<file path="src/rtl/ips_nav_sequencer.sv">
// ips_nav_sequencer
// Line-follow sequencer between three IPS line sensors and a dual H-bridge.
// Sensors are synchronised and debounced into a filtered vector {L,M,R};
// an FSM follows the line, reverses when the line is lost, pivots in the
// last known turn direction, and gives up into FAULT if nothing is found.
// Direction pins and PWM enables are all registered.

module ips_nav_sequencer #(
    parameter int DEB_CYCLES    = 4,
    parameter int PWM_BITS      = 8,
    parameter int DUTY_FWD      = 200,
    parameter int DUTY_TURN     = 140,
    parameter int LOST_CYCLES   = 1000,
    parameter int SEARCH_CYCLES = 2000
) (
    input  logic       clk,
    input  logic       rst_n,
    input  logic       start,
    input  logic       stop,
    input  logic       L,
    input  logic       M,
    input  logic       R,
    output logic       IN1,
    output logic       IN2,
    output logic       IN3,
    output logic       IN4,
    output logic       ENA,
    output logic       ENB,
    output logic [2:0] state,
    output logic       fault
);

    typedef enum logic [2:0] {
        ST_IDLE   = 3'd0,
        ST_FOLLOW = 3'd1,
        ST_LOST   = 3'd2,
        ST_SEARCH = 3'd3,
        ST_FAULT  = 3'd4
    } state_t;

    typedef enum logic {
        DIR_LEFT  = 1'b0,
        DIR_RIGHT = 1'b1
    } dir_t;

    localparam int DEB_W    = $clog2(DEB_CYCLES + 1);
    localparam int TMR_MAXC = (LOST_CYCLES > SEARCH_CYCLES) ? LOST_CYCLES : SEARCH_CYCLES;
    localparam int TMR_W    = (TMR_MAXC > 1) ? $clog2(TMR_MAXC) : 1;

    // Sensor path: two sync stages, debounce candidate, accepted vector
    logic [2:0]       sync1;
    logic [2:0]       sync2;
    logic [2:0]       cand;
    logic [2:0]       filt;
    logic [DEB_W-1:0] stab_cnt;

    // Sequencer state
    state_t           cur;
    dir_t             last_dir;
    logic [TMR_W-1:0] timer;

    // Drive decode (combinational, registered below)
    logic                drive_on;
    logic                dir_l;
    logic                dir_r;
    logic [PWM_BITS-1:0] duty;
    logic [PWM_BITS-1:0] pwm_cnt;

    // Vector classes used by the FSM: no line, or split line under L and R
    logic line_lost;
    logic left_vec;
    logic right_vec;

    assign line_lost = (filt == 3'b000) || (filt == 3'b101);
    assign left_vec  = (filt == 3'b100) || (filt == 3'b110);
    assign right_vec = (filt == 3'b001) || (filt == 3'b011);

    assign state = cur;

    // Two-flop synchroniser, then accept the candidate once it has been seen
    // for DEB_CYCLES consecutive samples; any change restarts the count.
    always_ff @(posedge clk or negedge rst_n) begin
        // NOTE: clocked state always uses non-blocking assignments so every
        // register samples pre-edge values, independent of statement order.
        if (!rst_n) begin
            sync1    <= 3'b000;
            sync2    <= 3'b000;
            cand     <= 3'b000;
            filt     <= 3'b000;
            stab_cnt <= '0;
        end else begin
            sync1 <= {L, M, R};
            sync2 <= sync1;
            if (sync2 != cand) begin
                cand     <= sync2;
                stab_cnt <= DEB_W'(1);
                if (DEB_CYCLES == 1) begin
                    filt <= sync2;
                end
            end else if (stab_cnt != DEB_W'(DEB_CYCLES)) begin
                stab_cnt <= stab_cnt + DEB_W'(1);
                if (stab_cnt == DEB_W'(DEB_CYCLES - 1)) begin
                    filt <= cand;
                end
            end
        end
    end

    // Sequencer: stop wins everywhere; timer runs only in LOST and SEARCH.
    always_ff @(posedge clk or negedge rst_n) begin
        if (!rst_n) begin
            cur      <= ST_IDLE;
            last_dir <= DIR_LEFT;
            timer    <= '0;
        end else if (stop) begin
            cur   <= ST_IDLE;
            timer <= '0;
        end else begin
            case (cur)
                ST_IDLE: begin
                    timer <= '0;
                    if (start) begin
                        cur <= ST_FOLLOW;
                    end
                end
                ST_FOLLOW: begin
                    timer <= '0;
                    if (line_lost) begin
                        cur <= ST_LOST;
                    end else if (left_vec) begin
                        last_dir <= DIR_LEFT;
                    end else if (right_vec) begin
                        last_dir <= DIR_RIGHT;
                    end
                end
                ST_LOST: begin
                    if (!line_lost) begin
                        cur   <= ST_FOLLOW;
                        timer <= '0;
                    end else if (timer == TMR_W'(LOST_CYCLES - 1)) begin
                        cur   <= ST_SEARCH;
                        timer <= '0;
                    end else if (timer != '1) begin
                        timer <= timer + TMR_W'(1);
                    end
                end
                ST_SEARCH: begin
                    if (filt != 3'b000) begin
                        cur   <= ST_FOLLOW;
                        timer <= '0;
                    end else if (timer == TMR_W'(SEARCH_CYCLES - 1)) begin
                        cur   <= ST_FAULT;
                        timer <= '0;
                    end else if (timer != '1) begin
                        timer <= timer + TMR_W'(1);
                    end
                end
                ST_FAULT: begin
                    timer <= '0;
                end
                default: begin
                    cur   <= ST_IDLE;
                    timer <= '0;
                end
            endcase
        end
    end

    // Map state and filtered vector to bridge direction and duty.
    always_comb begin
        // NOTE: every output gets a default first, so no path leaves one
        // unassigned and no latch is inferred.
        drive_on = 1'b0;
        dir_l    = 1'b0;
        dir_r    = 1'b0;
        duty     = '0;
        case (cur)
            ST_FOLLOW: begin
                drive_on = 1'b1;
                case (filt)
                    3'b010, 3'b111: begin
                        dir_l = 1'b1;
                        dir_r = 1'b1;
                        duty  = PWM_BITS'(DUTY_FWD);
                    end
                    3'b100, 3'b110: begin
                        dir_l = 1'b1;
                        duty  = PWM_BITS'(DUTY_TURN);
                    end
                    3'b001, 3'b011: begin
                        dir_r = 1'b1;
                        duty  = PWM_BITS'(DUTY_TURN);
                    end
                    default: begin
                        // line just vanished; reverse for the cycle before LOST
                        duty = PWM_BITS'(DUTY_TURN);
                    end
                endcase
            end
            ST_LOST: begin
                drive_on = 1'b1;
                duty     = PWM_BITS'(DUTY_TURN);
            end
            ST_SEARCH: begin
                drive_on = 1'b1;
                dir_l    = (last_dir == DIR_LEFT);
                dir_r    = (last_dir == DIR_RIGHT);
                duty     = PWM_BITS'(DUTY_TURN);
            end
            default: begin
                drive_on = 1'b0;
            end
        endcase
    end

    // Registered motor outputs and free-running PWM compare.
    always_ff @(posedge clk or negedge rst_n) begin
        if (!rst_n) begin
            IN1     <= 1'b0;
            IN2     <= 1'b0;
            IN3     <= 1'b0;
            IN4     <= 1'b0;
            ENA     <= 1'b0;
            ENB     <= 1'b0;
            fault   <= 1'b0;
            pwm_cnt <= '0;
        end else begin
            IN1     <= drive_on & dir_l;
            IN2     <= drive_on & ~dir_l;
            IN3     <= drive_on & dir_r;
            IN4     <= drive_on & ~dir_r;
            ENA     <= (pwm_cnt < duty);
            ENB     <= (pwm_cnt < duty);
            fault   <= (cur == ST_FAULT);
            pwm_cnt <= pwm_cnt + PWM_BITS'(1);
        end
    end

endmodule
</file>
<file path="config.mk">
export PLATFORM = sky130hd
export DESIGN_NAME = ips_nav_sequencer
export DESIGN_NICKNAME = d
export VERILOG_FILES = /design/src/rtl/ips_nav_sequencer.sv
export SDC_FILE = /design/constraint.sdc
export NUM_CORES = 1
export LEC_CHECK = 0
export BUFFER_PORTS_ARGS = -buffer_cell sky130_fd_sc_hd__buf_2
export CORE_MARGIN = 2
export CORE_UTILIZATION = 59
export CTS_BUF_LIST = sky130_fd_sc_hd__clkbuf_16
export CTS_CLUSTER_DIAMETER = 80
export CTS_CLUSTER_SIZE = 16
export DETAILED_ROUTE_END_ITERATION = 10
export PLACE_DENSITY = 0.75
export SETUP_SLACK_MARGIN = 0.02
export SYNTH_ARGS = -nofsm -noshare
export SYNTH_HDL_FRONTEND = slang
export SYNTH_SLANG_ARGS = --single-unit
</file>
<file path="constraint.sdc">
create_clock -name clk -period 2.2 [get_ports clk]
set_input_delay 0.11 -clock clk [delete_from_list [all_inputs] [get_ports clk]]
set_output_delay 0.11 -clock clk [all_outputs]
set_load 0.01 [all_outputs]
</file>
==> results of run 1 <==
## layer usage
| layer | up-vias | GRT usage [%] |
|---|---|---|
| met1 | 745 | 28.8 |
| met2 | 32 | 35.4 |
| li1 | 733 | - |
| met3 | 5 | 6.25 |
| met5 | - | 0 |
| met4 | 0 | 8.24 |
## kinds of logic (layout without fill, tap and decap cells)
family	after synthesis	in the layout	synth area share (%)
buffers and inverters	19	40	4.11
adders and majority gates	8	8	4.57
xor gates and xnor gates	16	16	6.74
AOI/OAI and AO/OA	32	32	10.8
DFF	44	44	50.2
muxes	4	4	2.00
and+or+nand+nor	74	74	21.5
## layout make-up
cell class,instances,area [um2]
fill,284,1100
sequential,44,1100
multi-input combinational,134,1000
timing repair buffer,23,140
clock buffer,5,125
tap,48,60.1
clock inverter,3,42.5
inverter,9,33.8
## cell usage in the layout, fill, tap and decap left out, types with 2 or more instances in the layout
cell	Yosys	layout
buf_2	3	16
a21oi_1	6	6
dfrtp_1	44	44
o21ai_0	7	7
or3_1	2	2
nand3_1	6	6
buf_4	2	4
o31ai_1	4	4
and4b_1	2	2
nor3_1	6	6
xnor2_1	10	10
nand2b_1	2	2
a211oi_2	2	2
mux2_2	3	3
and3_1	5	5
nand2_1	10	10
nand3_2	3	3
xor2_1	5	5
clkbuf_16	0	5
dlygate4sd3_1	0	3
nand4_1	2	2
ha_1	8	8
inv_1	9	9
nor3_2	7	7
nor2_1	16	16
## flip-flops by register name, summed over array words and instances (netlist names), 3 cells and up
| register | count |
|---|---|
| sync1 | 3 |
| sync2 | 3 |
| cand | 3 |
| stab_cnt | 3 |
| timer | 11 |
| state | 3 |
| filt | 3 |
| pwm_cnt | 8 |
## synthesized netlist by cell type (all sizes together)
master    n  area [um2]
a2111o    1        11.3
a2111oi   2        23.8
a211oi    3        32.5
a21boi    2        15.0
a21o      1        7.51
a21oi     7        38.8
a31oi     1        6.26
and3      5        31.3
and4      1        8.76
and4b     2        20.0
buf       6        41.3
clkbuf    4        15.0
dfrtp    44        1100
ha        8         100
inv       9        33.8
mux2      3        33.8
mux2i     1        10.0
nand2    10        37.5
nand2b    2        12.5
nand3     9        60.1
nand3b    1        7.51
nand4     2        12.5
nor2     16        60.1
nor2b     1        6.26
nor3     13         100
nor3b     1        7.51
nor4      3        40.0
o21ai     8        40.0
o21ba     1        10.0
o21bai    1        7.51
o221ai    1        15.0
o31ai     4        30.0
or2       1        6.26
or3       2        12.5
or3b      2        20.0
or4       2        18.8
or4b      1        10.0
xnor2    10        87.6
xor2      6        60.1
## worst min path at each step
stage	from	endpoint	slack, ns	cells past startpoint
3_3_place_gp	L	sync1[2]	0.22	1
6_report	rst_n	timer[7]	-0.02	1
2_1_floorplan	rst_n	ENB	-0.19	0
3_5_place_dp	L	sync1[2]	0.22	1
5_1_grt	rst_n	timer[7]	0.05	1
4_1_cts	rst_n	timer[7]	0.003	1
## worst max-delay path, cell delays in order, from the launching register on
cell and delay [ns]:
dfrtp_1 0.38, ha_1 0.24, nand3_2 0.18, or4_4 0.53
o21ai_1 0.18, buf_4 0.25, a2111oi_0 0.09
## per-stage QoR
stage,std cells,util [%]
final,266,69.4
after global routing,266,69.4
after CTS,266,69.4
after detailed placement,255,63.9
after global placement,255,63.9
after floorplan,197,-
## power by group
part	total, W	internal, W	leakage (nW)	switching (W)
clock	0.000824	0.000532	0.0798	0.000291
sequential	0.00101	0.000892	0.561	0.000117
combinational	0.000493	0.000207	0.437	0.000285
==> results.yml, run 1 <==
route:
  ant_nets: 0
  wl_per_cell_um: 14.9
  drc: 0
  routed_wl_um: 3960
  vias: 1515
  drt-met1-wl_um: 1830
  drt_iter0_markers: 119
  wl_met3_um: 155
  vias_per_cell: 5.70
  drt_pre_antenna_iters: 4
  dr.max_layer_used: "met4"
  wl_met2_um: 1930
run_status:
  status: "finished, violations left"
  violations: "negative hold slack"
synth:
  ys_warn_count: 0
  syn_area_um2: 2190
  syn_avg_cell_area_um2: 11.1
  yosysSeqAreaShare_pct: 50.2
  yosysUniqueCellTypes: 53
  synth-seq-cells: 44
  synthCells: 197
  syn-num-nets: 212
timing:
  setup_viol: 0
  rsz0062_at_grt: "false"
  finalSetupTns_ns: 0
  period_needed_ns: 1.99
  finClkSkew_ns: 0.00392
  max_freq_mhz: 503
  post-route-period-util_pct: 90.4
  final-hold-violation-count: 44
  maxSlewHeadroom_pct: 35.9
  setup_ws_ns: 0.212
  worst_pin_slew_ns: 0.961
  hold-worst-slack_ns: -0.0201
  slew_violations: 0
clock_tree:
  clock_sinks: 44
  ctsLongestPathBuffers: 2
  h-tree-depth: 2
  clk-insertion-delay-late_ns: 0.28
  cts_tree: "yes"
  postCtsSetupRepairBufs: 0
  clockRootBuffer: "clkbuf_16"
  cts_buffers: 5
  path_clk_slew_ns: 0.06
  cts_resized: 0
  cts_hold_buf: 3
cells_and_area:
  nNetsFinal: 232
  design_area_um2: 2500
  drive_gt1_share_pct: 24.3
  n_antenna_cell: 0
  synthToLayoutAreaGrowth_pct: 14.2
critical_path:
  endpoint_kind: "register"
  worstRegToRegCells: 6
  r2r_start: "timer[0]"
  crit_type: "reg -> reg"
  r2r-end: "timer[8]"
  startpoint: "timer[0]"
  cp-endpoint: "timer[8]"
  r2r_setup_slack_ns: 0.21
  crit_path_start_kind: "register"
  critPathRequiredTime_ns: 2.35
  crit_arrival_ns: 2.13
  path_max_fanout: 11
pwr:
  power_w: 0.00233
  p_leak_nw: 1.08
  max-vdd-ir-drop_mv: 0.653
  power_density_nw_per_um2: 929
place:
  place.gp.congestion: 0.897
  portBuffers: 16
  dp_hpwl_um: 2750
  dp_slack_ns: 0.267
  place_area_um2: 2310
grt:
  grtUsageTotal_pct: 22.2
  grt_pass1_vias: 1575
  grt_max_degree: 45
  overflow: 0
  antenna_found_initial: 0
  grt_pass1_wl_um: 7130
job:
  maxCapViolCount: 0
die:
  io_pins: 17
  initial_utilization_pct: 60.8
  dieArea_um2: 4220
  die_y_um: 65.0
  core_area_um2: 3610
  rows: 22
  die_w_um: 65.0
min_path:
  hp-class: "in -> async"
(Power assumes the default switching activity.)
==> run 2, diff against run 1 <==
--- a/config.mk
+++ b/config.mk
@@ -5,14 +5,16 @@
 export SDC_FILE = /design/constraint.sdc
 export NUM_CORES = 1
 export LEC_CHECK = 0
+export ABC_AREA = 1
 export BUFFER_PORTS_ARGS = -buffer_cell sky130_fd_sc_hd__buf_2
+export CORE_ASPECT_RATIO = 0.6
 export CORE_MARGIN = 2
-export CORE_UTILIZATION = 59
+export CORE_UTILIZATION = 58
 export CTS_BUF_LIST = sky130_fd_sc_hd__clkbuf_16
 export CTS_CLUSTER_DIAMETER = 80
 export CTS_CLUSTER_SIZE = 16
 export DETAILED_ROUTE_END_ITERATION = 10
-export PLACE_DENSITY = 0.75
+export PLACE_DENSITY = 0.74
 export SETUP_SLACK_MARGIN = 0.02
 export SYNTH_ARGS = -nofsm -noshare
 export SYNTH_HDL_FRONTEND = slang
==> run 2 against run 1 <==
Die area fell by 2.4%. Global-route usage up 0.69 points. Critical endpoint is now ENB. Clock power grew 1%. The flow now finishes without violations.
==> results.yml, run 2 <==
timing:
  setup_viol: 0
  final-hold-violation-count: 0
  period_needed_ns: 1.56
  finalSetupTns_ns: 0
  setup_ws_ns: 0.637
  worst_pin_slew_ns: 0.492
  max_freq_mhz: 640
  hold-worst-slack_ns: 0.150
  post-route-period-util_pct: 71.0
  finClkSkew_ns: 0.00427
  rsz0062_at_grt: "false"
  maxSlewHeadroom_pct: 67.1
  slew_violations: 0
grt:
  grt_pass1_wl_um: 6920
  grt_use_met2_pct: 33.2
  overflow: 0
  grt_pass1_vias: 1480
  grt_max_degree: 28
  grt.busiest_layer: "met2"
  grtUsageMet1_pct: 33.1
  grtUsageTotal_pct: 22.9
  gr-usage-met3_pct: 6.12
  antenna_found_initial: 0
place:
  dp_hpwl_um: 2810
  place.gp.congestion: 0.887
  dp_slack_ns: 0.709
  portBuffers: 16
route:
  drt_iter0_markers: 109
  vias: 1602
  ant_nets: 0
  vias_per_cell: 5.25
  wl_per_cell_um: 13.1
  routed_wl_um: 4000
  drc: 0
  drt_pre_antenna_iters: 4
critical_path:
  startpoint: "state[0]"
  cp_common_cell: "nand2_1"
  slowest_stage: "dfrtp_1"
  crit_arrival_ns: 1.77
  slowest_delay_ns: 0.46
  r2r_start: "state[0]"
  crit_type: "reg -> reg"
  crit_chain: "inv_1 > nand2_1 > nand2_1 > ha_1 > a21o_1 > nor2_1"
  endpoint_kind: "register"
  crit_family: "flip-flops"
  path_max_fanout: 6
  critPathRequiredTime_ns: 2.40
  crit_path_start_kind: "register"
  path_buf_inv: 1
synth:
  ys_warn_count: 0
  synthCells: 235
  syn_avg_cell_area_um2: 8.90
  synth_async_sr_flop_share_pct: 100
  yosysSeqAreaShare_pct: 52.7
  syn-num-nets: 250
  synth_top_cells_by_count: "44 x dfrtp_1, 41 x nand2_1, 31 x nor2_1, 27 x inv_1, 23 x nand3_1"
  synth_top_cell_area_share_pct: 52.7
  synth_top_area_cell: "dfrtp_1"
  synth-seq-cells: 44
  synth_area_leaders: "dfrtp_1 53%, nand2_1 7.4%, nor2_1 5.6%"
  syn_area_um2: 2090
  ys.flop_type: "dfrtp_1"
  synth-edff-count: 0
  yosysUniqueCellTypes: 24
  synth.most_common_cell: "dfrtp_1"
cells_and_area:
  layout_common_cells: "44 x dfrtp_1, 41 x nand2_1, 31 x nor2_1, 27 x inv_1, 23 x nand3_1"
  largest_registers: "timer x11, pwm_cnt x8"
  n_antenna_cell: 0
  top_register: "timer"
  largest_reg_flops: 11
  mostFrequentLayoutCell: "dfrtp_1"
  nNetsFinal: 274
  post-route-util_pct: 72.5
  synthToLayoutAreaGrowth_pct: 15.9
  drive_gt1_share_pct: 16.5
pwr:
  power_density_nw_per_um2: 1040
  power_w: 0.00253
  p_leak_nw: 1.26
  max-vdd-ir-drop_mv: 0.470
clock_tree:
  path_clk_slew_ns: 0.06
  postCtsSetupRepairBufs: 0
  clockRootBuffer: "clkbuf_16"
  cts_resized: 0
  clock_sinks: 44
  cts_tree: "yes"
  h-tree-depth: 2
  ctsLongestPathBuffers: 2
  clk-insertion-delay-late_ns: 0.28
  cts_buffers: 5
run_status:
  status: "finished, final reports clean"
min_path:
  holdCritStartpoint: "stop"
  hp-class: "in -> reg"
die:
  core_area_um2: 3340
  rows: 16
  die_y_um: 50.5
  die_w_um: 81.5
  dieArea_um2: 4120
  initial_utilization_pct: 62.5
  io_pins: 17
job:
  maxCapViolCount: 0
-- run 2: worst register-to-register path, delay by kind of cell, from the launching register on --
kind            cells  cell delay [ns]
simple gates        3             0.42
compound gates      1             0.18
fa+ha+maj           1             0.33
buf+inv             1             0.09
flops               1             0.46
-- run 2: power by group --
part | internal, W | switching, W
clock | 0.000533 | 0.000300
sequential | 0.000924 | 0.0000748
combinational | 0.000233 | 0.000462
total | 0.00169 | 0.000837
-- run 2: cells by family (layout without fill, tap and decap cells) --
group                    after synthesis  count (layout)  synth area share (%)
AO/OA/AOI/OAI                         23              23                  5.93
XOR/XNOR                              11              11                  4.61
adder cells (fa/ha/maj)                8               8                  4.79
buffers and inverters                 33              58                  6.10
flip-flops                            44              44                  52.7
AND/OR/NAND/NOR                      116             116                  25.9
-- run 2: layer usage --
| layer | up-vias | wire length, um | share of wire (%) |
|---|---|---|---|
| met3 | 7 | 259 | 6.5 |
| met1 | 739 | 1970 | 49 |
| li1 | 792 | - | - |
| met4 | 0 | 43 | 1.1 |
| met2 | 64 | 1720 | 43 |
| met5 | - | 0 | 0 |
-- run 2: area by class of cell --
| class | count | area [um2] |
|---|---|---|
| flip-flops and latches | 44 | 1100 |
| fillers | 257 | 920 |
| multi-input cells | 158 | 862 |
| repair buffers | 21 | 128 |
| clock buffers | 5 | 125 |
| inverters | 29 | 109 |
| well taps | 45 | 56.3 |
| clock inverters | 3 | 42.5 |
-- run 2: final timing paths --
path	endpoint	slack (ns)	cells after the start
setup / recovery	ENB	0.64	6
hold / removal	state[2]	0.15	4
setup reg to reg	ENB	0.64	6
hold reg to reg	sync2[0]	0.35	0
max in group asynchronous	pwm_cnt[5]	1.26	3
min in group asynchronous	sync1[1]	0.28	2
-- run 2: timing repair --
item                                   in CTS  in global routing
setup endpoints to repair                   0                  0
hold buffers                                4                  0
endpoints found under the hold margin      20                  0
-- run 2: through the flow --
| stage | cells | instance area (um2) |
|---|---|---|
| after floorplan | 235 | 2090 |
| final | 305 | 2420 |
| after global placement | 293 | 2220 |
| after CTS | 305 | 2420 |
| after detailed placement | 293 | 2220 |
| after global routing | 305 | 2420 |
